[src/rtl/tim_cnt_ctrl_if.sv]
// Control/status bundle between the timer register block and the counter controller.
// The register block drives commands as master; the counter controller is the slave.
interface tim_cnt_ctrl_if;
    logic        timer_en;
    logic        div_en;
    logic [3:0]  div_val;
    logic        halt_req;
    logic        dbg_mode;
    logic        counter_clear;
    logic [1:0]  counter_write_sel;
    logic [31:0] counter_write_data;
    logic [63:0] cnt_val;
    logic        cnt_step;
    logic        halt_ack_status;

    modport master (
        output timer_en, div_en, div_val, halt_req, dbg_mode,
               counter_clear, counter_write_sel, counter_write_data,
        input  cnt_val, cnt_step, halt_ack_status
    );

    modport slave (
        input  timer_en, div_en, div_val, halt_req, dbg_mode,
               counter_clear, counter_write_sel, counter_write_data,
        output cnt_val, cnt_step, halt_ack_status
    );
endinterface

[src/rtl/tim_cnt_ctrl.sv]
// Timer counter controller: prescaler, debug-halt handshake FSM and 64-bit counter
// with clear > word write > increment priority.
module tim_cnt_ctrl #(
    parameter int unsigned DIV_MAX     = 8,
    parameter logic [63:0] CNT_RST_VAL = 64'h0
) (
    input  logic          sys_clk,
    input  logic          sys_rst,
    tim_cnt_ctrl_if.slave bus
);

    localparam logic [3:0] LP_DIV_MAX = 4'(DIV_MAX);

    typedef enum logic [1:0] {
        ST_IDLE,
        ST_RUN,
        ST_HALTED
    } state_t;

    state_t      r_state;
    logic        r_halt_ack;
    logic [7:0]  r_div_cnt;
    logic        r_div_en_q;
    logic [3:0]  r_div_val_q;
    logic [63:0] r_cnt;

    logic        w_halt_cond;
    logic        w_run_entry;
    logic        w_cfg_chg;
    logic [3:0]  w_eff;
    logic [7:0]  w_div_term_val;
    logic        w_div_term;
    logic        w_step;

    assign w_halt_cond = bus.halt_req && bus.dbg_mode;
    assign w_run_entry = (r_state == ST_IDLE) && bus.timer_en && !w_halt_cond;
    assign w_cfg_chg   = (bus.div_en != r_div_en_q) || (bus.div_val != r_div_val_q);

    // Shifting past the 8-bit width yields 0, so eff=8 gives a terminal count of 8'hFF.
    assign w_eff          = (bus.div_val > LP_DIV_MAX) ? LP_DIV_MAX : bus.div_val;
    assign w_div_term_val = ~(8'hFF << w_eff);
    assign w_div_term     = !bus.div_en || (r_div_cnt == w_div_term_val);
    assign w_step         = (r_state == ST_RUN) && w_div_term;

    // NOTE: sequential state uses non-blocking assignments so every register
    // samples the pre-edge values of the others, independent of block order.
    always_ff @(posedge sys_clk or posedge sys_rst) begin
        if (sys_rst) begin
            r_state    <= ST_IDLE;
            r_halt_ack <= 1'b0;
        end else begin
            case (r_state)
                ST_IDLE: begin
                    if (w_halt_cond) begin
                        r_state    <= ST_HALTED;
                        r_halt_ack <= 1'b1;
                    end else if (bus.timer_en) begin
                        r_state <= ST_RUN;
                    end
                end
                ST_RUN: begin
                    if (w_halt_cond) begin
                        r_state    <= ST_HALTED;
                        r_halt_ack <= 1'b1;
                    end else if (!bus.timer_en) begin
                        r_state <= ST_IDLE;
                    end
                end
                ST_HALTED: begin
                    if (!w_halt_cond) begin
                        r_state    <= bus.timer_en ? ST_RUN : ST_IDLE;
                        r_halt_ack <= 1'b0;
                    end
                end
                default: begin
                    r_state    <= ST_IDLE;
                    r_halt_ack <= 1'b0;
                end
            endcase
        end
    end

    // Prescaler phase is held outside RUN so a halt does not disturb it.
    always_ff @(posedge sys_clk or posedge sys_rst) begin
        if (sys_rst) begin
            r_div_cnt   <= 8'd0;
            r_div_en_q  <= 1'b0;
            r_div_val_q <= 4'd0;
        end else begin
            r_div_en_q  <= bus.div_en;
            r_div_val_q <= bus.div_val;
            if (bus.counter_clear || w_cfg_chg || w_run_entry) begin
                r_div_cnt <= 8'd0;
            end else if (r_state == ST_RUN) begin
                r_div_cnt <= w_div_term ? 8'd0 : r_div_cnt + 8'd1;
            end
        end
    end

    // A write wins over a same-cycle step; the step is dropped, not deferred.
    always_ff @(posedge sys_clk or posedge sys_rst) begin
        if (sys_rst) begin
            r_cnt <= CNT_RST_VAL;
        end else if (bus.counter_clear) begin
            r_cnt <= CNT_RST_VAL;
        end else if (|bus.counter_write_sel) begin
            if (bus.counter_write_sel[0]) r_cnt[31:0]  <= bus.counter_write_data;
            if (bus.counter_write_sel[1]) r_cnt[63:32] <= bus.counter_write_data;
        end else if (w_step) begin
            r_cnt <= r_cnt + 64'd1;
        end
    end

    assign bus.cnt_val         = r_cnt;
    assign bus.cnt_step        = w_step;
    assign bus.halt_ack_status = r_halt_ack;

endmodule

[src/flat_wrapper.sv]
// flat-port wrapper written by rule: the top's interface ports become plain ports
module tim_cnt_ctrl_flat 
#(
    parameter int unsigned DIV_MAX     = 8,
    parameter logic [63:0] CNT_RST_VAL = 64'h0
)
  (sys_clk, sys_rst, bus_timer_en, bus_div_en, bus_div_val, bus_halt_req, bus_dbg_mode, bus_counter_clear, bus_counter_write_sel, bus_counter_write_data, bus_cnt_val, bus_cnt_step, bus_halt_ack_status);
  tim_cnt_ctrl_if bus_i ();
  input  logic sys_clk;
  input  logic sys_rst;
  input wire logic [$bits(bus_i.timer_en)-1:0] bus_timer_en;
  input wire logic [$bits(bus_i.div_en)-1:0] bus_div_en;
  input wire logic [$bits(bus_i.div_val)-1:0] bus_div_val;
  input wire logic [$bits(bus_i.halt_req)-1:0] bus_halt_req;
  input wire logic [$bits(bus_i.dbg_mode)-1:0] bus_dbg_mode;
  input wire logic [$bits(bus_i.counter_clear)-1:0] bus_counter_clear;
  input wire logic [$bits(bus_i.counter_write_sel)-1:0] bus_counter_write_sel;
  input wire logic [$bits(bus_i.counter_write_data)-1:0] bus_counter_write_data;
  output wire logic [$bits(bus_i.cnt_val)-1:0] bus_cnt_val;
  output wire logic [$bits(bus_i.cnt_step)-1:0] bus_cnt_step;
  output wire logic [$bits(bus_i.halt_ack_status)-1:0] bus_halt_ack_status;
  assign bus_i.timer_en = bus_timer_en;
  assign bus_i.div_en = bus_div_en;
  assign bus_i.div_val = bus_div_val;
  assign bus_i.halt_req = bus_halt_req;
  assign bus_i.dbg_mode = bus_dbg_mode;
  assign bus_i.counter_clear = bus_counter_clear;
  assign bus_i.counter_write_sel = bus_counter_write_sel;
  assign bus_i.counter_write_data = bus_counter_write_data;
  assign bus_cnt_val = bus_i.cnt_val;
  assign bus_cnt_step = bus_i.cnt_step;
  assign bus_halt_ack_status = bus_i.halt_ack_status;
  tim_cnt_ctrl #(.DIV_MAX(DIV_MAX), .CNT_RST_VAL(CNT_RST_VAL)) u_core (.sys_clk(sys_clk), .sys_rst(sys_rst), .bus(bus_i));
endmodule
[config.mk]
export PLATFORM = sky130hd
export DESIGN_NAME = tim_cnt_ctrl_flat
export DESIGN_NICKNAME = d
export VERILOG_FILES = /design/src/rtl/tim_cnt_ctrl_if.sv /design/src/rtl/tim_cnt_ctrl.sv /design/src/flat_wrapper.sv
export SDC_FILE = /design/constraint.sdc
export NUM_CORES = 1
export LEC_CHECK = 0
export ABC_CLOCK_PERIOD_IN_PS = 3500
export CORE_MARGIN = 5
export CORE_UTILIZATION = 34
export CTS_BUF_LIST = sky130_fd_sc_hd__clkbuf_8
export CTS_CLUSTER_SIZE = 10
export DETAILED_ROUTE_END_ITERATION = 10
export PLACE_DENSITY = 0.57
export SYNTH_ARGS = -nofsm -noshare
export SYNTH_HDL_FRONTEND = slang
export SYNTH_SLANG_ARGS = --single-unit
[constraint.sdc]
create_clock -name sys_clk -period 3.5 [get_ports sys_clk]
set_input_delay 0.7 -clock sys_clk [delete_from_list [all_inputs] [get_ports sys_clk]]
set_output_delay 0.7 -clock sys_clk [all_outputs]
set_load 0.1 [all_outputs]
==> key figures <==
Run status
  – Result of the run: completed

Layout
  – Area growth, synth to finish: 27.9%
  – Share of post-route cells with drive strength above 1: 0.183
  – Final instance area: 7350 um^2
  – Number of antenna cells inserted: 0
  – Net total in the final layout: 869
  – Filler instances: 1678
  – Area occupied by registers: 2000 um^2
  – Area of the multi-input gates: 3440 um^2

Placed design
  – Final weighted congestion of routability-driven global placement: 0.891
  – Minimum setup slack after placement: -96.1 ps
  – Port buffer count: 110
  – Post-detail-place hpwl: 17.1 mm
  – Area after detailed placement: 7160 um^2

Logic synthesis
  – Total nets after synthesis: 750
  – Yosys synthesis warning count: 0
  – Share of flip-flops with an asynchronous set or reset after synthesis: 1.00
  – Number of flops mapped to enable cells by yosys: 0
  – Synthesized area per cell: 8.18 um^2
  – Mapped cell area: 5750 um^2
  – Flip-flop cell with the highest count after synthesis: sky130_fd_sc_hd__dfrtp_1
  – Largest area contributor in the synthesized netlist: sky130_fd_sc_hd__dfrtp_1
  – Gate count after technology mapping: 703
  – Count of different cell masters after synthesis: 80
  – Largest cells by area after synthesis: sky130_fd_sc_hd__dfrtp_1, sky130_fd_sc_hd__o31ai_1, sky130_fd_sc_hd__a21oi_1, sky130_fd_sc_hd__nand2_1, sky130_fd_sc_hd__nand3_1
  – Register area share after synthesis: 0.348
  – Yosys top cell area share: 0.348
  – Register bit count reported by yosys: 80
  – Top cell types by occurrence after synthesis: sky130_fd_sc_hd__dfrtp_1, sky130_fd_sc_hd__nand2_1, sky130_fd_sc_hd__nor2_1
  – Most frequent cell after synthesis: sky130_fd_sc_hd__dfrtp_1

GRT
  – Number of antenna violations at the first check in global routing: 0
  – Overflow left after global routing: 0
  – Wire length of the first global-routing pass: 36.9 mm
  – Via count of the first global-routing pass: 6280
  – Maximum number of pins on one net before global-route repair: 81
  – Total track usage: 0.236

Drt
  – Number of DRC violations after detailed-routing iteration 0: 644
  – Metal3 WL: 1.85 mm
  – Vias per cell: 6.36
  – First-pass iteration count of the detailed router: 5
  – Detailed-routed wire length on met2: 10.7 mm
  – Final wirelength: 23.7 mm
  – Antenna-violating nets left: 0
  – Length of routed wiring on met1: 10.3 mm
  – Drt wl/cell: 22.7 um
  – Total vias in the final route: 6644
  – Number of DRC violations after detailed routing: 0
  – Uppermost layer routed: met4

Min path
  – Type of the worst min-delay path: register to register
  – Worst Hold Launch: u_core.r_state[0]
  – End point of the most critical hold path: u_core.r_state[0]
  – Hold Path Stages: 1

Worst setup path
  – Req. time, crit path: 2800 ps
  – Worst reg2reg setup slack: 740 ps
  – Worst reg2reg startpoint: u_core.bus.cnt_val[6]
  – Class of the most critical setup path: input pin to output pin
  – Maximum fanout count along the critical path: 9
  – Launching element type of the critical path: input pin
  – Terminus of the critical flop-to-flop path: u_core.bus.cnt_val[45]
  – Sort of element at the end of the critical path: output pin
  – Cells on worst reg2reg path: 6
  – Arrival time of data at the critical path endpoint: 2650 ps

Timing
  – Worst Clk Skew: 15.5 ps
  – Highest achievable clock rate: 298 MHz
  – Final number of max-transition violations: 0
  – Setup repair after global routing missed its margin: no
  – Total count of hold-check failures in the final report: 0
  – Share of the clock period used by the worst path: 0.959
  – Min cycle time layout: 3350 ps
  – Smallest setup slack after layout: 145 ps
  – Total setup violations reported at the end of the flow: 0
  – Transition time at the pin with the least slew margin: 1000 ps
  – Worst relative slew slack: 0.330

Floorplanning
  – Die Wd: 140 um
  – Die Y: 140 um
  – Area of the core: 16600 um^2
  – Die outline area: 19600 um^2
  – Initial standard-cell utilization of the core: 0.347
  – Ports placed on the boundary: 111
  – Row Count: 47

CTS
  – Cell at the root of the clock tree: sky130_fd_sc_hd__clkbuf_8
  – TritonCTS clock tree: done
  – Worst-skew pair later-pin latency: 370 ps
  – TritonCTS buffer count: 9
  – Clock transition at the registers of the reported paths: 80 ps
  – Max clock buf depth: 2
  – Post-cts hold buffer count: 0
  – CTS sink cnt: 80
  – # H-tree levels: 3

Job
  – Number of maximum-capacitance violations: 0

Pwr
  – PwrDens: 397 nW/um^2
  – Design Power: 0.00292 W
  – Leak Pwr: 2.88 nW
  – Worst IR Drop VDD: 195 uV
==> worst max-delay path: stages <==
cell	delay, ps
sky130_fd_sc_hd__clkdlybuf4s50_1	550
sky130_fd_sc_hd__or4_4	550
sky130_fd_sc_hd__a31oi_4	220
sky130_fd_sc_hd__o211a_4	210
sky130_fd_sc_hd__a21boi_2	90
sky130_fd_sc_hd__nor2_4	140
sky130_fd_sc_hd__buf_12	190
==> through the flow <==
stage	setup TNS (ps)	cells	hold slack, ps	utilization
after floorplan	0	703	501	-
after global placement	0	1030	539	0.432
after detailed placement	-758	1030	550	0.432
after CTS	0	1044	563	0.443
after global routing	0	1045	605	0.443
final	0	1045	567	0.443
==> kinds of logic (layout without fill, tap and decap cells) <==
| family | after synthesis | count (layout) | share of synthesized area |
|---|---|---|---|
| fa+ha+maj | 2 | 2 | 0.00435 |
| flops | 80 | 80 | 0.348 |
| compound gates | 247 | 247 | 0.310 |
| buf+inv | 76 | 198 | 0.0559 |
| xor+xnor | 7 | 7 | 0.0107 |
| simple gates | 290 | 290 | 0.269 |
| mux | 1 | 1 | 0.00196 |
==> sequential cells by signal, summed over array words and instances (netlist names) <==
name	count
u_core.bus.cnt_val	64
u_core.bus.halt_ack_status	1
u_core.r_div_cnt	8
u_core.r_div_en_q	1
u_core.r_div_val_q	4
u_core.r_state	2
==> metal layers <==
metal,global-route usage,vias up
li1,-,2986
met1,0.328,3247
met2,0.362,366
met3,0.0399,45
met4,0.102,0
met5,0,-
==> where the power goes <==
| part | switching (W) | internal (W) |
|---|---|---|
| Clock | 0.000366 | 0.000317 |
| Combinational | 0.000829 | 0.000284 |
| Sequential | 0.000120 | 0.000998 |
==> placed cells by master, fill, tap and decap left out, types with 11 or more instances in the layout <==
master | Yosys | routed
sky130_fd_sc_hd__a21oi_1 | 46 | 46
sky130_fd_sc_hd__a31oi_1 | 22 | 22
sky130_fd_sc_hd__and3_1 | 11 | 11
sky130_fd_sc_hd__buf_4 | 1 | 106
sky130_fd_sc_hd__clkdlybuf4s50_1 | 0 | 45
sky130_fd_sc_hd__dfrtp_1 | 80 | 80
sky130_fd_sc_hd__inv_1 | 26 | 26
sky130_fd_sc_hd__nand2_1 | 58 | 58
sky130_fd_sc_hd__nand3_1 | 39 | 39
sky130_fd_sc_hd__nand4_1 | 20 | 20
sky130_fd_sc_hd__nor2_1 | 51 | 49
sky130_fd_sc_hd__nor3_1 | 38 | 38
sky130_fd_sc_hd__nor4_1 | 21 | 21
sky130_fd_sc_hd__o21ai_0 | 25 | 25
sky130_fd_sc_hd__o22ai_1 | 16 | 16
sky130_fd_sc_hd__o31ai_1 | 39 | 39
==> layout make-up <==
type                       instances  share of cell area
multi-input combinational        547               0.468
sequential                        80               0.272
timing repair buffer             157               0.185
tap                              220              0.0374
clock buffer                       9              0.0169
inverter                          27              0.0140
clock inverter                     5             0.00698
==> worst max-delay path by stage <==
| stage | start | end |
|---|---|---|
| after floorplan | bus_div_val[1] | bus_cnt_step |
| after detailed placement | bus_div_val[2] | u_core.bus.cnt_val[38] |
| after global placement | bus_div_val[2] | u_core.bus.cnt_val[38] |
| after global routing | bus_div_val[1] | bus_cnt_step |
| final | bus_div_val[1] | bus_cnt_step |
| after CTS | bus_div_val[2] | bus_cnt_step |
==> what timing repair did <==
| action | in CTS | in global routing |
|---|---|---|
| endpoints found under the hold margin | 0 | 0 |
| setup buffers | 0 | 1 |
| setup endpoints to repair | 0 | 1 |
| gates resized for setup | 0 | 2 |
Note: power is estimated with default switching activity, not from simulation.
